[src/rtl/aes_ctrl_seq.sv]
`default_nettype none
// ============================================================================
// Module   : aes_ctrl_seq
// Purpose  : AES-128 controller sequencer; state code Q and round counter
//            for the combinational state-to-control decoder.
// Revision : 1.0 - initial release
// ============================================================================
module aes_ctrl_seq #(
    parameter int NR = 10,
    parameter int QW = 4
) (
    input  logic          clk,
    input  logic          rst,
    input  logic          start,
    input  logic          mode,
    input  logic          hold,
    output logic [QW-1:0] Q,
    output logic [3:0]    round,
    output logic          busy,
    output logic          done
);

    // Encodings are shared with the downstream decoder and must stay fixed.
    typedef enum logic [3:0] {
        S0 = 4'b0000,
        S1 = 4'b0001,
        S2 = 4'b0010,
        S3 = 4'b0011,
        S4 = 4'b0100,
        S5 = 4'b0101,
        S6 = 4'b0110,
        S7 = 4'b0111,
        S8 = 4'b1000,
        S9 = 4'b1001
    } state_t;

    localparam logic [3:0] c_last = 4'(NR - 1);
    localparam logic [3:0] c_nr   = 4'(NR);

    generate
        if (NR < 2 || NR > 15 || QW != 4) begin : g_bad_param
            $error("aes_ctrl_seq: NR must be 2..15 and QW must be 4");
        end
    endgenerate

    state_t     r_state;
    logic [3:0] r_round;

    // The load state (S1/S4) itself records the sampled mode for the
    // whole operation, so no separate mode flop is needed.
    always_ff @(posedge clk or posedge rst) begin
        if (rst) begin
            r_state <= S0;
            r_round <= 4'd0;
        end else if (!hold) begin
            case (r_state)
                S0: begin
                    r_round <= 4'd0;
                    if (start) begin
                        r_state <= mode ? S4 : S1;
                    end
                end
                S1: begin
                    r_state <= S2;
                    r_round <= 4'd1;
                end
                S2: begin
                    if (r_round < c_last) begin
                        r_round <= r_round + 4'd1;
                    end else begin
                        r_state <= S3;
                        r_round <= c_nr;
                    end
                end
                S3: r_state <= S8;
                S8: begin
                    r_state <= S0;
                    r_round <= 4'd0;
                end
                S4: begin
                    r_state <= S5;
                    r_round <= 4'd1;
                end
                S5: begin
                    if (c_last > 4'd1) begin
                        r_state <= S6;
                        r_round <= 4'd2;
                    end else begin
                        r_state <= S7;
                        r_round <= c_nr;
                    end
                end
                S6: begin
                    if (r_round < c_last) begin
                        r_round <= r_round + 4'd1;
                    end else begin
                        r_state <= S7;
                        r_round <= c_nr;
                    end
                end
                S7: r_state <= S9;
                S9: begin
                    r_state <= S0;
                    r_round <= 4'd0;
                end
                // Unused codes (upset flops) recover to idle without a done pulse.
                default: begin
                    r_state <= S0;
                    r_round <= 4'd0;
                end
            endcase
        end
    end

    assign Q     = r_state;
    assign round = r_round;
    assign busy  = (r_state != S0);
    assign done  = (r_state == S8) || (r_state == S9);

endmodule
`default_nettype wire

[config.mk]
export PLATFORM = sky130hd
export DESIGN_NAME = aes_ctrl_seq
export DESIGN_NICKNAME = d
export VERILOG_FILES = /design/src/rtl/aes_ctrl_seq.sv
export SDC_FILE = /design/constraint.sdc
export NUM_CORES = 1
export LEC_CHECK = 0
export CORE_MARGIN = 4
export CORE_UTILIZATION = 40
export CTS_CLUSTER_DIAMETER = 100
export DETAILED_ROUTE_END_ITERATION = 10
export PLACE_DENSITY = 0.69
export SLEW_MARGIN = 20
export SYNTH_ARGS = -nofsm -noshare
export SYNTH_HDL_FRONTEND = slang
export SYNTH_SLANG_ARGS = --single-unit
export TNS_END_PERCENT = 20
[constraint.sdc]
create_clock -name clk -period 1.6 [get_ports clk]
set_clock_uncertainty 0.05 [all_clocks]
set_input_delay 0.4 -clock clk [delete_from_list [all_inputs] [get_ports clk]]
set_output_delay 0.4 -clock clk [all_outputs]
set_load 0.02 [all_outputs]
==> flow_summary.json <==
{
  "status": "finished clean",
  "io_pins": 15,
  "use_met3": 0.0732,
  "clock_latency_ps": 260,
  "period_share": 0.985,
  "crit_required_ps": 1150,
  "worstSetupPathType": "register to output port",
  "synth_cell_types": 28,
  "synth_area_leaders": "dfrtp_1 (38%), nor2_1 (5.7%), ha_1 (4.7%)",
  "synth_cells": 58,
  "numCtsBuffers": 3,
  "finalCoreUtilization": 0.668,
  "dieArea_mm2": 0.00197,
  "cp-start-kind": "register",
  "ff2ff_setup_slack_ps": 30,
  "fmaxAchievable_ghz": 0.635,
  "syn_area_um2": 529,
  "synth.net_count": 65,
  "layout-drive-gt1-share": 0.325,
  "p_leak_nw": 0.387,
  "max-slew-margin-rel": 0.747,
  "crit_path_max_fanout": 10,
  "critical_path_depth": 2,
  "fin_crit_ps": 1580,
  "setup-tns-final_ps": 0,
  "die_h_um": 44.4,
  "finalPower_mw": 1.46,
  "finalWorstSetupSlack_ps": 24.7,
  "diodes": 0,
  "grtUsageMet1": 0.162,
  "h-tree-depth": 1,
  "die_w_um": 44.4,
  "use_met2": 0.209,
  "drv_cap": 0,
  "drc": 0,
  "cp_top_family": "buffers and inverters",
  "dp_worst_setup_slack_ps": -230,
  "dpl.cell_count": 93,
  "p_per_area_mw_per_mm2": 1870,
  "hold_buffers": 0,
  "ys_async_sr_fraction": 1.00,
  "max_stage_delay_ps": 410,
  "r2r_cells": 5,
  "yosysSeqAreaShare": 0.378,
  "final-setup-viol-count": 0,
  "path_clk_slew_ps": 60,
  "synth_edf_count": 0,
  "port_buffers": 14,
  "gr-total-overflow": 0,
  "yosys.area.top_type": "dfrtp_1",
  "tightest_slew_ps": 370,
  "ir_worst_vdd_v": 0.00103,
  "slew_viol_final": 0,
  "dp_hpwl_um": 892,
  "ctsRootBufferMaster": "clkbuf_4",
  "synth-seq-cells": 8,
  "clock-sinks": 8,
  "area_delta_synth_final_pct": 47.8,
  "slowest_stage": "dfrtp_2",
  "critPathArrivalTime_ps": 1130,
  "critPathBufInv": 2,
  "fillers": 113,
  "vias_per_cell": 5.30,
  "grt_usage": 0.138,
  "crit_path_cell_trace": "buf_6 > dlygate4sd2_1",
  "final_cells": 97,
  "reg2reg_to": "Q[0]",
  "avgSynthCellArea_um2": 9.13,
  "final_nets": 91,
  "yosysTopAreaCellShare": 0.378,
  "grt_max_degree": 12,
  "clock_path_buffers": 2,
  "grt-busiest-layer": "met2",
  "synthFlopType": "dfrtp_1",
  "startpoint": "Q[0]",
  "postCtsSetupRepairBufs": 0,
  "finalHoldViolations": 0,
  "wl_um": 1180,
  "antenna_found_initial": 0,
  "synth.top_cells.by_count": "dfrtp_1 (8), nor2_1 (8), inv_1 (6)",
  "grt_setup_unrepaired": "yes",
  "num_rows": 12,
  "cts_tree": "yes",
  "wl_per_cell_um": 12.2,
  "globalplace.congestion": 0.766,
  "first_iter_violations": 4,
  "grt_pass1_vias": 462,
  "initial_core_util": 0.452,
  "crit_path_end_kind": "output port",
  "core-area_mm2": 0.00117,
  "first_pass_iters": 5,
  "grt_pass1_wl_um": 1930,
  "reg2reg_from": "Q[0]",
  "hold_class": "input pin to asynchronous set/reset pin",
  "via_count": 514,
  "synth_warnings": 0,
  "cp-endpoint": "Q[0]",
  "ant_nets": 0
}
## cells in the final DEF, fill, tap and decap left out, types with 2 or more instances in the layout
master,count
dlygate4sd2_1,6
a21oi_1,4
buf_4,9
ha_1,2
inv_1,6
a31oi_1,3
buf_6,2
dfrtp_1,7
clkdlybuf4s50_1,4
a21o_1,2
nor2_1,7
clkbuf_4,3
## where the power goes
group,internal (mW),switching [mW]
Sequential,0.282,0.0841
Clock,0.0955,0.0703
Combinational,0.451,0.482
## worst min-delay path by stage
stage / startpoint / endpoint
2_1_floorplan: rst / Q[1]
3_3_place_gp: round[2] / round[2]
3_5_place_dp: round[2] / round[2]
4_1_cts: rst / Q[3]
5_1_grt: rst / Q[3]
6_report: rst / Q[3]
## cell families after synthesis
| group | after synthesis | share of synthesized area |
|---|---|---|
| AO/OA/AOI/OAI | 22 | 0.303 |
| adder cells (fa/ha/maj) | 2 | 0.0473 |
| buffers and inverters | 9 | 0.0945 |
| AND/OR/NAND/NOR | 17 | 0.177 |
| flip-flops | 8 | 0.378 |
## stage by stage
step                      hold slack, ps  cell area, µm²
after floorplan                      166             533
after global placement               465             738
after detailed placement             466             738
after CTS                            361             754
after global routing                 383             782
final                                352             782
## final cells by class
type | instances | area, µm² | area share
clock buffer | 4 | 26.3 | 0.0336
inverter | 6 | 22.5 | 0.0288
multi-input combinational | 41 | 312 | 0.398
sequential | 8 | 201 | 0.258
tap | 14 | 17.5 | 0.0224
timing repair buffer | 24 | 203 | 0.259
## registers in the layout, summed over array words and instances, names as in the netlist
signal  cells
round       4
Q           4
## repair_timing
action,CTS,global route
resized for setup,15,10
gates cloned,0,0
setup endpoints to repair,11,7
pin swaps,0,1
endpoints found under the hold margin,0,0
## layer usage
metal	vias up	share of wire
li1	258	-
met2	16	0.48
met1	238	0.43
met4	0	0.011
met5	-	0
met3	2	0.080
## worst reg2reg max path: cells and delay by family, from the launching register on
family,cells,cell delay [ps]
buf+inv,1,140
compound gates,3,460
flops,1,410
simple gates,1,410
Power figures use the tool's default switching activity.
